## src/rtl/regfile_pkg.sv

```systemverilog
// Shared types and default widths for the scoreboarded register file.
package regfile_pkg;

  localparam int unsigned DATA_W_DEF = 16;
  localparam int unsigned ADDR_W_DEF = 4;

  typedef enum logic {
    ST_IDLE  = 1'b0,
    ST_CLEAR = 1'b1
  } clr_state_e;

endpackage

```

## src/rtl/regfile_sb_if.sv

```systemverilog
// Decode/writeback-facing bus of the register file: read ports, write port, reserve and bulk clear.
interface regfile_sb_if
  import regfile_pkg::*;
#(
   parameter int unsigned DATA_W = DATA_W_DEF,
   parameter int unsigned ADDR_W = ADDR_W_DEF
);

   logic [ADDR_W-1:0] rd_addr1;
   logic [ADDR_W-1:0] rd_addr2;
   logic [DATA_W-1:0] rd_data1;
   logic [DATA_W-1:0] rd_data2;
   logic              rd_busy1;
   logic              rd_busy2;
   logic              wr_en;
   logic [ADDR_W-1:0] wr_addr;
   logic [DATA_W-1:0] wr_data;
   logic              rsv_en;
   logic [ADDR_W-1:0] rsv_addr;
   logic              clr;
   logic              clr_busy;

   modport master (
      output rd_addr1, rd_addr2, wr_en, wr_addr, wr_data, rsv_en, rsv_addr, clr,
      input  rd_data1, rd_data2, rd_busy1, rd_busy2, clr_busy
   );

   modport slave (
      input  rd_addr1, rd_addr2, wr_en, wr_addr, wr_data, rsv_en, rsv_addr, clr,
      output rd_data1, rd_data2, rd_busy1, rd_busy2, clr_busy
   );

endinterface

```

## src/rtl/regfile_clr_seq.sv

```systemverilog
// Bulk-clear sequencer: sweeps every entry once, one per cycle, after a clr pulse.
module regfile_clr_seq
  import regfile_pkg::*;
#(
   parameter int unsigned ADDR_W = ADDR_W_DEF
) (
   input  logic              clk,
   input  logic              rst,
   input  logic              clr,
   output logic              clr_busy,
   output logic              clr_en_c,
   output logic [ADDR_W-1:0] clr_addr_c
);

   localparam int unsigned       DEPTH = 2 ** ADDR_W;
   localparam logic [ADDR_W-1:0] LAST  = ADDR_W'(DEPTH - 1);

   clr_state_e        state_q, state_d;
   logic [ADDR_W-1:0] cnt_q, cnt_d;
   logic              clr_busy_q, clr_busy_d;

   // State register
   always_ff @(posedge clk or posedge rst) begin
      if (rst) begin
         state_q    <= ST_IDLE;
         cnt_q      <= '0;
         clr_busy_q <= 1'b0;
      end else begin
         state_q    <= state_d;
         cnt_q      <= cnt_d;
         clr_busy_q <= clr_busy_d;
      end
   end

   // Next state; the sweep ends on an explicit compare with the last entry
   always_comb begin
      state_d = state_q;
      cnt_d   = cnt_q;
      case (state_q)
         ST_IDLE: begin
            if (clr) begin
               state_d = ST_CLEAR;
               cnt_d   = '0;
            end
         end
         ST_CLEAR: begin
            cnt_d = cnt_q + ADDR_W'(1);
            if (cnt_q == LAST) begin
               state_d = ST_IDLE;
            end
         end
         default: state_d = ST_IDLE;
      endcase
   end

   // Outputs
   always_comb begin
      clr_busy_d = (state_d == ST_CLEAR);
      clr_en_c   = (state_q == ST_CLEAR);
      clr_addr_c = cnt_q;
   end

   assign clr_busy = clr_busy_q;

endmodule

```

## src/rtl/regfile_sb.sv

```systemverilog
// Two-read/one-write register file with busy scoreboard, write-to-read bypass and bulk clear.
module regfile_sb
  import regfile_pkg::*;
#(
   parameter int unsigned DATA_W   = DATA_W_DEF,
   parameter int unsigned ADDR_W   = ADDR_W_DEF,
   parameter int unsigned ZERO_REG = 1,
   parameter int unsigned BYPASS   = 1
) (
   input logic         clk,
   input logic         rst,
   regfile_sb_if.slave bus
);

   localparam int unsigned       DEPTH     = 2 ** ADDR_W;
   localparam logic [ADDR_W-1:0] ADDR_ZERO = '0;

   logic [DATA_W-1:0] mem_q [DEPTH];
   logic [DATA_W-1:0] mem_d [DEPTH];
   logic [DEPTH-1:0]  busy_q, busy_d;

   logic [DATA_W-1:0] rd_data1_q, rd_data1_d;
   logic [DATA_W-1:0] rd_data2_q, rd_data2_d;
   logic              rd_busy1_q, rd_busy1_d;
   logic              rd_busy2_q, rd_busy2_d;

   logic              clr_busy;
   logic              clr_en_c;
   logic [ADDR_W-1:0] clr_addr_c;
   logic              wr_ok_c;
   logic              rsv_ok_c;

   regfile_clr_seq #(
      .ADDR_W (ADDR_W)
   ) u_clr_seq (
      .clk        (clk),
      .rst        (rst),
      .clr        (bus.clr),
      .clr_busy   (clr_busy),
      .clr_en_c   (clr_en_c),
      .clr_addr_c (clr_addr_c)
   );

   // Writes and reserves are only accepted outside the sweep, and never to a hardwired zero entry
   always_comb begin
      wr_ok_c  = bus.wr_en  && !clr_en_c && !((ZERO_REG != 0) && (bus.wr_addr  == ADDR_ZERO));
      rsv_ok_c = bus.rsv_en && !clr_en_c && !((ZERO_REG != 0) && (bus.rsv_addr == ADDR_ZERO));
   end

   // Storage and scoreboard update; reserve is applied after write so a newer producer wins
   always_comb begin
      mem_d  = mem_q;
      busy_d = busy_q;
      if (clr_en_c) begin
         mem_d[clr_addr_c]  = '0;
         busy_d[clr_addr_c] = 1'b0;
      end else begin
         if (wr_ok_c) begin
            mem_d[bus.wr_addr]  = bus.wr_data;
            busy_d[bus.wr_addr] = 1'b0;
         end
         if (rsv_ok_c) begin
            busy_d[bus.rsv_addr] = 1'b1;
         end
      end
   end

   // Read ports: pre-edge storage, or forwarded write data with its post-edge busy bit
   always_comb begin
      rd_data1_d = mem_q[bus.rd_addr1];
      rd_busy1_d = busy_q[bus.rd_addr1];
      rd_data2_d = mem_q[bus.rd_addr2];
      rd_busy2_d = busy_q[bus.rd_addr2];
      if ((ZERO_REG != 0) && (bus.rd_addr1 == ADDR_ZERO)) begin
         rd_data1_d = '0;
         rd_busy1_d = 1'b0;
      end
      if ((ZERO_REG != 0) && (bus.rd_addr2 == ADDR_ZERO)) begin
         rd_data2_d = '0;
         rd_busy2_d = 1'b0;
      end
      if ((BYPASS != 0) && wr_ok_c && (bus.wr_addr == bus.rd_addr1)) begin
         rd_data1_d = bus.wr_data;
         rd_busy1_d = busy_d[bus.rd_addr1];
      end
      if ((BYPASS != 0) && wr_ok_c && (bus.wr_addr == bus.rd_addr2)) begin
         rd_data2_d = bus.wr_data;
         rd_busy2_d = busy_d[bus.rd_addr2];
      end
   end

   always_ff @(posedge clk or posedge rst) begin
      if (rst) begin
         for (int i = 0; i < DEPTH; i++) begin
            mem_q[i] <= '0;
         end
         busy_q     <= '0;
         rd_data1_q <= '0;
         rd_data2_q <= '0;
         rd_busy1_q <= 1'b0;
         rd_busy2_q <= 1'b0;
      end else begin
         for (int i = 0; i < DEPTH; i++) begin
            mem_q[i] <= mem_d[i];
         end
         busy_q     <= busy_d;
         rd_data1_q <= rd_data1_d;
         rd_data2_q <= rd_data2_d;
         rd_busy1_q <= rd_busy1_d;
         rd_busy2_q <= rd_busy2_d;
      end
   end

   assign bus.rd_data1 = rd_data1_q;
   assign bus.rd_data2 = rd_data2_q;
   assign bus.rd_busy1 = rd_busy1_q;
   assign bus.rd_busy2 = rd_busy2_q;
   assign bus.clr_busy = clr_busy;

endmodule

```

## src/flat_wrapper.sv

```systemverilog
// flat-port wrapper written by rule: the top's interface ports become plain ports
module regfile_sb_flat import regfile_pkg::*;
#(
   parameter int unsigned DATA_W   = DATA_W_DEF,
   parameter int unsigned ADDR_W   = ADDR_W_DEF,
   parameter int unsigned ZERO_REG = 1,
   parameter int unsigned BYPASS   = 1
)
  (clk, rst, bus_rd_addr1, bus_rd_addr2, bus_wr_en, bus_wr_addr, bus_wr_data, bus_rsv_en, bus_rsv_addr, bus_clr, bus_rd_data1, bus_rd_data2, bus_rd_busy1, bus_rd_busy2, bus_clr_busy);
  regfile_sb_if #(.DATA_W(DATA_W), .ADDR_W(ADDR_W)) bus_i ();
  input logic clk;
  input logic rst;
  input wire logic [$bits(bus_i.rd_addr1)-1:0] bus_rd_addr1;
  input wire logic [$bits(bus_i.rd_addr2)-1:0] bus_rd_addr2;
  input wire logic [$bits(bus_i.wr_en)-1:0] bus_wr_en;
  input wire logic [$bits(bus_i.wr_addr)-1:0] bus_wr_addr;
  input wire logic [$bits(bus_i.wr_data)-1:0] bus_wr_data;
  input wire logic [$bits(bus_i.rsv_en)-1:0] bus_rsv_en;
  input wire logic [$bits(bus_i.rsv_addr)-1:0] bus_rsv_addr;
  input wire logic [$bits(bus_i.clr)-1:0] bus_clr;
  output wire logic [$bits(bus_i.rd_data1)-1:0] bus_rd_data1;
  output wire logic [$bits(bus_i.rd_data2)-1:0] bus_rd_data2;
  output wire logic [$bits(bus_i.rd_busy1)-1:0] bus_rd_busy1;
  output wire logic [$bits(bus_i.rd_busy2)-1:0] bus_rd_busy2;
  output wire logic [$bits(bus_i.clr_busy)-1:0] bus_clr_busy;
  assign bus_i.rd_addr1 = bus_rd_addr1;
  assign bus_i.rd_addr2 = bus_rd_addr2;
  assign bus_i.wr_en = bus_wr_en;
  assign bus_i.wr_addr = bus_wr_addr;
  assign bus_i.wr_data = bus_wr_data;
  assign bus_i.rsv_en = bus_rsv_en;
  assign bus_i.rsv_addr = bus_rsv_addr;
  assign bus_i.clr = bus_clr;
  assign bus_rd_data1 = bus_i.rd_data1;
  assign bus_rd_data2 = bus_i.rd_data2;
  assign bus_rd_busy1 = bus_i.rd_busy1;
  assign bus_rd_busy2 = bus_i.rd_busy2;
  assign bus_clr_busy = bus_i.clr_busy;
  regfile_sb #(.DATA_W(DATA_W), .ADDR_W(ADDR_W), .ZERO_REG(ZERO_REG), .BYPASS(BYPASS)) u_core (.clk(clk), .rst(rst), .bus(bus_i));
endmodule
```

## config.mk

```make
export PLATFORM = sky130hd
export DESIGN_NAME = regfile_sb_flat
export DESIGN_NICKNAME = d
export VERILOG_FILES = /design/src/rtl/regfile_pkg.sv /design/src/rtl/regfile_sb_if.sv /design/src/rtl/regfile_clr_seq.sv /design/src/rtl/regfile_sb.sv /design/src/flat_wrapper.sv
export SDC_FILE = /design/constraint.sdc
export NUM_CORES = 1
export LEC_CHECK = 0
export BUFFER_PORTS_ARGS = -buffer_cell sky130_fd_sc_hd__buf_2
export CELL_PAD_IN_SITES_DETAIL_PLACEMENT = 2
export CELL_PAD_IN_SITES_GLOBAL_PLACEMENT = 2
export CORE_MARGIN = 2
export CORE_UTILIZATION = 37
export DETAILED_ROUTE_END_ITERATION = 16
export GPL_TIMING_DRIVEN = 0
export HOLD_SLACK_MARGIN = 0.06
export PLACE_DENSITY = 0.73
export SETUP_SLACK_MARGIN = 0.3
export SLEW_MARGIN = 30
export SYNTH_ARGS = -nofsm -noshare
export SYNTH_HDL_FRONTEND = slang
export SYNTH_SLANG_ARGS = --single-unit
```

## constraint.sdc

```tcl
create_clock -name clk -period 9.4 [get_ports clk]
set_clock_uncertainty 0.05 [all_clocks]
set_input_delay 0.47 -clock clk [delete_from_list [all_inputs] [get_ports clk]]
set_output_delay 0.47 -clock clk [all_outputs]
set_load 0.01 [all_outputs]
```

==> flow_metrics.tcl, run 1 <==
set metrics [dict create \
    status "finished clean" \
    synth_nets 1712 \
    end_kind "flop" \
    crit_buf_inv 2 \
    cts_resized 0 \
    worstSetupPathType "reg -> reg" \
    drtIter0Drc 1342 \
    final-hold-violation-count 0 \
    p_seq_share_pct 40.2 \
    start_kind "flop" \
    grt_pass1_wl_mm 106.1 \
    postSynthCellCount 1671 \
    path_delay_family "simple AND/OR/NAND/NOR gates" \
    rsz0062_at_grt "false" \
    fill_cells 4772 \
    initial_core_util_pct 37.50 \
    clockBufferDepth 3 \
    setup_viol 0 \
    area_growth_pct 15.50 \
    viasPerCell 5.988 \
    min_period_over_period_pct 34.35 \
    root_buffer "clkbuf_16" \
    final_cell_mix "nand2_1, dfrtp_1, o21ai_0, mux4_2, clkbuf_1" \
    core-area_sq_mm 0.04548 \
    cts_buffers 38 \
    p_int_w 0.003421 \
    grt_overflow 0 \
    grt_max_degree 30 \
    p_clk_share_pct 30.3 \
    synth_warnings 0 \
    port_buffers 46 \
    h-tree-depth 2 \
    via_count 14390 \
    dpl_cell_area_sq_mm 0.01832 \
    drive_above_1_share_pct 19.16 \
    fin_tns_setup_ns 0 \
    ys.flop_type "dfrtp_1" \
    gp_congestion 0.9099 \
    layout_commonest_cell "nand2_1" \
    crit_arrival_ns 3.56 \
    syn_area_sq_mm 0.01706 \
    timing.fmax_ghz 0.3097 \
    grt_pass1_vias 15720 \
    finalCriticalPeriod_ns 3.229 \
    pwr-share-comb_pct 29.5 \
    crit_start "u_core.u_clr_seq.clr_busy" \
    io_pins 72 \
    synth_edf_count 0 \
    seq_area_frac_synth_pct 45.63 \
    drcViolationCount 0 \
    detail-route-antenna-nets 0 \
    dieArea_sq_mm 0.04783 \
    die_h_microns 218.7 \
    cts_sinks 311 \
    switchingPower_w 0.001916 \
    synth.avg_cell_area_sq_um 10.21 \
    cts_tree "yes" \
    track_usage_pct 30.40 \
    yosys_register_bits 311 \
    critical_path.max_fanout 10 \
    r2r_start "u_core.u_clr_seq.clr_busy" \
    async_flop_share_pct 100.0 \
    ir_drop_v 0.0001465 \
    post-cts-setup-buffer-count 0 \
    wl_per_cell_microns 29.34 \
    ys_types 65 \
    core.rowCount 78 \
    slew_violations 0 \
    slowest_delay_ns 0.83 \
    dp_hpwl_mm 54.31 \
    ctsHoldBuffers 1 \
    crit_slowest_cell "nor2_1" \
    slew_headroom_pct 32.53 \
    cp.required_ns 9.73 \
    fin_nets 1813 \
    clk_latency_ns 0.57 \
    drtPass1Iterations 5 \
    path_cells "buf_4, nand3b_1, nor2_1, a21o_1, clkbuf_1, o21ai_0" \
    switching_share_pct 35.91 \
    p_per_area_mw_per_mm2 270.9 \
    hp-class "in -> reg" \
    antenna_found_initial 2 \
    cts.clk_slew.worst_paths_ns 0.06 \
    worst_pin_slew_ns 1.008 \
    drv_cap 0 \
    routed_wl_mm 70.50 \
    hp-start "bus_clr" \
    fp.dieW_microns 218.7 \
    p_leak_nw 8.517 \
    stdcell_area_sq_mm 0.01970 \
]
## sequential cells by signal (all words and copies together) (netlist names)
| register | cells |
|---|---|
| u_core.u_clr_seq.clr_addr_c | 4 |
| u_core.u_clr_seq.clr_busy | 1 |
| u_core.mem_q | 256 |
| u_core.bus.rd_data2 | 16 |
| u_core.busy_q | 16 |
| u_core.bus.rd_busy1 | 1 |
| u_core.bus.rd_busy2 | 1 |
| u_core.bus.rd_data1 | 16 |
## through the flow
stage	hold WS, ns	utilization, %	instances	power (W)	worst slack [ns]
after global routing	0.1025	43.31	2401	0.005586	6.098
after global placement	0.4338	39.67	2317	0.003528	2.443
after detailed placement	0.4541	40.29	2331	0.003676	5.909
after floorplan	0.4166	-	1671	0.002998	4.739
final	0.1065	43.32	2403	0.005337	6.171
after CTS	0.08310	43.30	2401	0.005323	6.175
## power groups by stage
| stage | logic [W] | registers [W] | clock network [W] |
|---|---|---|---|
| final | 0.00157 | 0.00215 | 0.00162 |
| after global routing | 0.00170 | 0.00219 | 0.00169 |
| after CTS | 0.00156 | 0.00213 | 0.00163 |
| after detailed placement | 0.00153 | 0.00214 | 0 |
| after global placement | 0.00143 | 0.00209 | 0 |
| after floorplan | 0.000981 | 0.00202 | 0 |
## synthesized netlist by cell type (5+ instances only)
master | n | area share [%]
a21oi_1 | 6 | 0.18
a32o_1 | 5 | 0.29
and2_1 | 17 | 0.62
buf_1 | 5 | 0.11
buf_2 | 28 | 0.82
clkbuf_1 | 114 | 2.5
dfrtp_1 | 311 | 46
inv_1 | 42 | 0.92
mux2i_1 | 5 | 0.29
mux4_2 | 168 | 22
nand2_1 | 543 | 12
nand2b_1 | 6 | 0.22
nand3_1 | 92 | 2.7
nand4_1 | 9 | 0.33
nor2_1 | 27 | 0.59
nor2b_1 | 8 | 0.29
nor3_1 | 6 | 0.18
o21ai_0 | 196 | 5.8
xnor2_1 | 9 | 0.46
## final timing paths
check                                                  to  slack (ns)  cells past startpoint
max reg2reg                       u_core.bus.rd_data1[13]        6.17                      6
max                               u_core.bus.rd_data1[13]        6.17                      6
min reg2reg                             u_core.mem_q[254]        0.47                      1
max in group asynchronous               u_core.mem_q[167]        7.61                      7
min                        u_core.u_clr_seq.clr_addr_c[1]        0.11                      2
min in group asynchronous               u_core.busy_q[14]        0.46                      3
## cells by family after synthesis
kind of cell	count (synthesis)	synth area share [%]
AOI/OAI and AO/OA	239	7.747
xor gates and xnor gates	10	0.5135
DFF	311	45.63
buffers and inverters	195	4.607
and+or+nand+nor	737	18.60
muxes	175	22.61
adders and majority gates	4	0.2934
## layer usage
layer | global-route usage, % | part of all wire (%)
met1 | 41.58 | 43
met2 | 48.98 | 47
met3 | 6.764 | 7.5
met4 | 7.973 | 2.6
met5 | 0 | 0.018
## cell type report
class / instances / area (sq um) / area share (%)
clock inverters: 15 / 182.7 / 0.9273
diodes: 2 / 5.005 / 0.02540
multi-input cells: 1165 / 8496 / 43.12
inverters: 44 / 168.9 / 0.8574
plain buffers: 151 / 624.3 / 3.169
flip-flops and latches: 311 / 7782 / 39.50
well taps: 600 / 750.7 / 3.811
repair buffers: 61 / 515.5 / 2.617
clock buffers: 54 / 1175 / 5.964
(Power assumes the default switching activity.)
==> run 2: changes to the inputs <==
--- a/config.mk
+++ b/config.mk
@@ -9,11 +9,11 @@
 export CELL_PAD_IN_SITES_DETAIL_PLACEMENT = 2
 export CELL_PAD_IN_SITES_GLOBAL_PLACEMENT = 2
 export CORE_MARGIN = 2
-export CORE_UTILIZATION = 37
+export CORE_UTILIZATION = 40
 export DETAILED_ROUTE_END_ITERATION = 16
 export GPL_TIMING_DRIVEN = 0
 export HOLD_SLACK_MARGIN = 0.06
-export PLACE_DENSITY = 0.73
+export PLACE_DENSITY = 0.75
 export SETUP_SLACK_MARGIN = 0.3
 export SLEW_MARGIN = 30
 export SYNTH_ARGS = -nofsm -noshare
==> constraint.sdc (replaced) <==
create_clock -name clk -period 3.35 [get_ports clk]
set_clock_uncertainty 0.05 [all_clocks]
set_input_delay 0.1675 -clock clk [delete_from_list [all_inputs] [get_ports clk]]
set_output_delay 0.1675 -clock clk [all_outputs]
set_load 0.01 [all_outputs]
==> run 2 against run 1 <==
- via count is 2.1% higher
- register-to-register slack got worse by 5.8 ns
- non-clock buffer count increased by 21
- clock power increased to 2.7 times the previous value
- clock-buffer cell count is 1 higher
- global-route usage grew 3.2 points
- cell area is 0.46% higher
- power grew to 2.8 times the previous value
- sequential share of layout area decreased by 0.18 points
- die area down 7.4%
- final cell count decreased by 1.8%
- sequential cell count stayed put
==> flow_metrics.tcl, run 2 (same netlist as run 1, synthesis figures left out) <==
set metrics [dict create \
    status "finished clean" \
    root_buffer "clkbuf_16" \
    p_per_area_mw_per_mm2 748.6 \
    cts_buffers 38 \
    crit_arrival_ns 3.40 \
    drtIter0Drc 1451 \
    cts_tree "yes" \
    largest_register_ffs 256 \
    worstSetupPathType "reg -> reg" \
    drtPass1Iterations 6 \
    via_count 14690 \
    drv_cap 0 \
    drive_above_1_share_pct 19.23 \
    io_pins 72 \
    layout_commonest_cell "nand2_1" \
    top_register "u_core.mem_q" \
    drcViolationCount 0 \
    track_usage_pct 33.56 \
    fin_nets 1834 \
    clk_latency_ns 0.58 \
    worst_pin_slew_ns 1.050 \
    min_period_over_period_pct 89.85 \
    hold_slack_ns 0.06320 \
    path_cells "ha_1, clkbuf_1, nand4bb_1, buf_1, nand2_1, o21ai_1, nand3b_1, a21oi_1, o41ai_2, o211ai_1" \
    ir_drop_v 0.0003031 \
    start_kind "flop" \
    port_buffers 46 \
    final_cell_mix "nand2_1, dfrtp_1, o21ai_0, mux4_2, clkbuf_1" \
    cts_sinks 311 \
    rsz0062_at_grt "true" \
    grt_max_degree 30 \
    finalCriticalPeriod_ns 3.010 \
    slew_headroom_pct 30.01 \
    initial_core_util_pct 40.57 \
    p_leak_nw 8.592 \
    setup_viol 0 \
    final-hold-violation-count 0 \
    h-tree-depth 2 \
    fp.dieW_microns 210.5 \
    grt_pass1_vias 16060 \
    detail-route-antenna-nets 0 \
    gp_congestion 0.9195 \
    end_kind "flop" \
    cp.required_ns 3.74 \
    area_growth_pct 16.04 \
    slowest_delay_ns 0.70 \
    grt_pass1_wl_mm 108.5 \
    dieArea_sq_mm 0.04431 \
    cts.clk_slew.worst_paths_ns 0.07 \
    dp_hpwl_mm 54.50 \
    core-area_sq_mm 0.04204 \
    die_h_microns 210.5 \
    grt_overflow 0 \
    slew_violations 0 \
    hp-class "in -> reg" \
    routed_wl_mm 71.84 \
    timing.fmax_ghz 0.3322 \
    critical_path.max_fanout 8 \
    wl_per_cell_microns 30.44 \
    antenna_found_initial 4 \
    total_power_w 0.01482 \
    crit_slowest_cell "buf_1" \
    viasPerCell 6.223 \
    core.rowCount 75 \
    clockBufferDepth 3 \
]
run 2: layout make-up:
cell class | instances | area, sq um
Fill cell | 4390 | 22250
Multi-Input combinational cell | 1165 | 8506
Sequential cell | 311 | 7782
Inverter | 44 | 168.9
Clock buffer | 55 | 1146
Buffer | 151 | 626.9
Timing Repair Buffer | 82 | 749.5
Tap cell | 539 | 674.4
Antenna cell | 1 | 2.502
Clock inverter | 12 | 135.1
run 2: path summary, 6_finish.rpt:
kind / from / end / slack, ns / cells after the start
setup / recovery: u_core.u_clr_seq.clr_addr_c[1] / u_core.bus.rd_busy1 / 0.34 / 10
hold / removal: bus_wr_data[12] / u_core.mem_q[220] / 0.06 / 3
setup reg to reg: u_core.u_clr_seq.clr_addr_c[1] / u_core.bus.rd_busy1 / 0.34 / 10
hold reg to reg: u_core.mem_q[255] / u_core.mem_q[255] / 0.47 / 1
max in group asynchronous: rst / u_core.mem_q[151] / 1.99 / 7
min in group asynchronous: rst / u_core.mem_q[236] / 0.15 / 3
run 2: repair_timing:
item | in CTS | in global routing
hold endpoints to repair | 123 | 0
setup endpoints to repair | 11 | 7
resized for setup | 2 | 2
gates cloned | 0 | 0
pin swaps | 0 | 2
setup buffers | 0 | 2
hold buffers | 19 | 0
run 2: power breakdown:
part	internal [W]	leakage (nW)	switching [W]
Combinational	0.00191	3.72	0.00254
Clock	0.00253	0.635	0.00178
Sequential	0.00497	4.23	0.00108
Total	0.00942	8.59	0.00540
run 2: layer usage:
| layer | global-route usage, % | part of all wire [%] | up-vias |
|---|---|---|---|
| li1 | - | - | 6091 |
| met1 | 46.10 | 41 | 7851 |
| met2 | 53.76 | 48 | 631 |
| met3 | 6.973 | 8.2 | 111 |
| met4 | 10.59 | 2.6 | 2 |
| met5 | 0 | 0.013 | - |
run 2: per-stage QoR:
stage | TNS (ns) | setup WS [ns] | area [sq um] | utilization (%) | cells
CTS | 0 | 0.3015 | 19760 | 46.99 | 2356
floorplan | -313.62 | -1.008 | 17060 | - | 1671
global placement | -1017.29 | -3.315 | 17960 | 42.73 | 2256
finish | 0 | 0.3399 | 19790 | 47.08 | 2360
detailed placement | -0.2250 | -0.07783 | 18280 | 43.49 | 2270
global route | 0 | 0.2744 | 19790 | 47.07 | 2359
run 2: worst max-delay path, delay by kind of cell, from the launching register on:
kind | cells | cell delay, ns
AOI/OAI and AO/OA | 4 | 0.91
buffers and inverters | 2 | 0.90
DFF | 1 | 0.42
and+or+nand+nor | 3 | 0.39
adders and majority gates | 1 | 0.20
==> run 3: changes to the inputs <==
==> constraint.sdc (replaced) <==
create_clock -name clk -period 3.15 [get_ports clk]
set_clock_uncertainty 0.05 [all_clocks]
set_input_delay 0.1575 -clock clk [delete_from_list [all_inputs] [get_ports clk]]
set_output_delay 0.1575 -clock clk [all_outputs]
set_load 0.01 [all_outputs]
==> run 3 against run 2 <==
- global-route usage is essentially flat
- first-iteration DRC count decreased by 3.3%
- clock-buffer cell count is the same
- power grew 6.7%
- via count increased by 0.55%
- hold slack better by 0.031 ns
- sequential share of layout area is 0.21 points lower
- non-clock buffer count grew 8
- combinational power is 7.4% higher
- worst setup slack worse by 0.053 ns
- critical endpoint is now u_core.bus.rd_data1[10]
==> flow_metrics.tcl, run 3 (same netlist as run 1, synthesis figures left out) <==
set metrics [dict create \
    p_int_w 0.01004 \
    fill_cells 4385 \
    detail-route-antenna-nets 0 \
    fin_tns_setup_ns 0 \
    gp_congestion 0.9195 \
    cts_tree "yes" \
    cts.clk_slew.worst_paths_ns 0.07 \
    clockBufferDepth 3 \
    root_buffer "clkbuf_16" \
    setup_viol 0 \
    hold_end "u_core.mem_q[223]" \
    hp-start "bus_wr_data[15]" \
    h-tree-depth 2 \
    p_seq_share_pct 40.6 \
    p_leak_nw 8.631 \
    routed_wl_mm 71.72 \
    hold_path_depth 3 \
    seq_area_sq_mm 0.007782 \
    fp.dieW_microns 210.5 \
    dieArea_sq_mm 0.04431 \
    drcViolationCount 0 \
    slew_headroom_pct 29.83 \
    port_buffers 46 \
    switchingPower_w 0.005772 \
    viasPerCell 6.233 \
    slew_violations 0 \
    final-hold-violation-count 0 \
    layout_commonest_cell "nand2_1" \
    drtIter0Drc 1403 \
    switching_share_pct 36.51 \
    wl_per_cell_microns 30.28 \
    pwr-share-comb_pct 30.3 \
    grt_pass1_vias 16170 \
    cts_sinks 311 \
    r2r_cells 6 \
    drive_above_1_share_pct 19.97 \
    start_kind "flop" \
    via_count 14770 \
    instances_no_fill 2369 \
    r2r_start "u_core.u_clr_seq.clr_busy" \
    numPlacedInstances 2270 \
    dp_hpwl_mm 54.50 \
    area_growth_pct 16.64 \
    grt_max_degree 30 \
    grt_pass1_wl_mm 108.8 \
    timing.fmax_ghz 0.3493 \
    worst_pin_slew_ns 1.053 \
    final_cell_mix "nand2_1, dfrtp_1, o21ai_0, mux4_2, clkbuf_1" \
    multi_input_area_sq_mm 0.008543 \
    cp.required_ns 3.51 \
    min_period_over_period_pct 90.89 \
    die_h_microns 210.5 \
    slowest_delay_ns 0.65 \
    ir_drop_v 0.0003201 \
    crit_slowest_cell "nor2_2" \
    status "finished clean" \
    hp-class "in -> reg" \
    rrSetupSlack_ns 0.29 \
    antenna_found_initial 4 \
    cts_buffers 38 \
    r2r-end "u_core.bus.rd_data1[10]" \
    initial_core_util_pct 40.57 \
    fin_nets 1842 \
    crit_arrival_ns 3.22 \
    core.rowCount 75 \
    clk_latency_ns 0.58 \
    p_per_area_mw_per_mm2 794.7 \
    finalCriticalPeriod_ns 2.863 \
    end_kind "flop" \
    p_clk_share_pct 29.1 \
    rsz0062_at_grt "true" \
    grt_overflow 0 \
    core-area_sq_mm 0.04204 \
    path_cells "buf_4, nand3b_1, nor2_2, a21o_1, clkbuf_2, o21ai_0" \
    io_pins 72 \
    hold_slack_ns 0.09433 \
    top_register "u_core.mem_q" \
    drv_cap 0 \
    drtPass1Iterations 5 \
    critical_path.max_fanout 10 \
    track_usage_pct 33.60 \
    largest_register_ffs 256 \
    worstSetupPathType "reg -> reg" \
]
## run 3: cell count changes in the layout (fill, tap and decap cells not counted), moves of 2 or more
cell / change
nor2_4: +3
nand2_2: +2
nand2_1: -2
buf_4: +7
dlygate4sd3_1: +2
nor2_1: -2
## run 3: what timing repair did
item                                    in CTS  in global routing
endpoints found under the setup margin      22                  6
pin swaps                                    3                  3
setup buffers                                5                  4
gates resized for setup                      6                  9
endpoints found under the hold margin      133                  0
hold buffers                                21                  0
## run 3: layer usage
layer / global-route usage, % / share of wire, % / vias up
met5: 0 / 0.013 / -
met4: 11.12 / 2.8 / 2
met3: 7.107 / 8.6 / 124
met2: 53.73 / 48 / 637
met1: 45.95 / 41 / 7895
li1: - / - / 6109
## run 3: worst max-delay path: cells and delay by family (launching register included)
family,cells,cell delay (ns)
AOI/OAI and AO/OA,2,0.63
buffers and inverters,2,0.61
DFF,1,0.47
and+or+nand+nor,2,0.94
## run 3: power by group through the flow
stage | sequential, W | clock (W) | combinational (W)
after floorplan | 0.00602 | 0 | 0.00293
after global placement | 0.00625 | 0 | 0.00428
after detailed placement | 0.00641 | 0 | 0.00456
after CTS | 0.00638 | 0.00465 | 0.00468
after global routing | 0.00657 | 0.00478 | 0.00517
final | 0.00643 | 0.00460 | 0.00479
## run 3: final cells by class
class	count	area share (%)
inverters	44	0.8490
clock buffers	55	5.761
well taps	539	3.390
flip-flops and latches	311	39.12
multi-input cells	1165	42.94
repair buffers	90	4.075
clock inverters	12	0.6792
diodes	2	0.02516
plain buffers	151	3.163
## run 3: metrics by stage
step,utilization [%],instance area (sq um),power [W],setup WS (ns)
after global routing,47.31,19890,0.01652,0.2806
after detailed placement,43.49,18280,0.01097,-0.2778
after CTS,47.15,19820,0.01571,0.3004
after floorplan,-,17060,0.008947,-1.198
final,47.32,19900,0.01581,0.2871
after global placement,42.73,17960,0.01053,-3.505
## run 3: how the worst max path moves through the flow
stage	startpoint	end	depth (start not counted)
after floorplan	rst	u_core.bus.rd_busy1	1
after global placement	rst	u_core.mem_q[150]	2
after detailed placement	u_core.u_clr_seq.clr_busy	u_core.bus.rd_data2[13]	8
after CTS	u_core.u_clr_seq.clr_addr_c[0]	u_core.bus.rd_busy1	8
after global routing	u_core.u_clr_seq.clr_busy	u_core.bus.rd_data1[10]	6
final	u_core.u_clr_seq.clr_busy	u_core.bus.rd_data1[10]	6
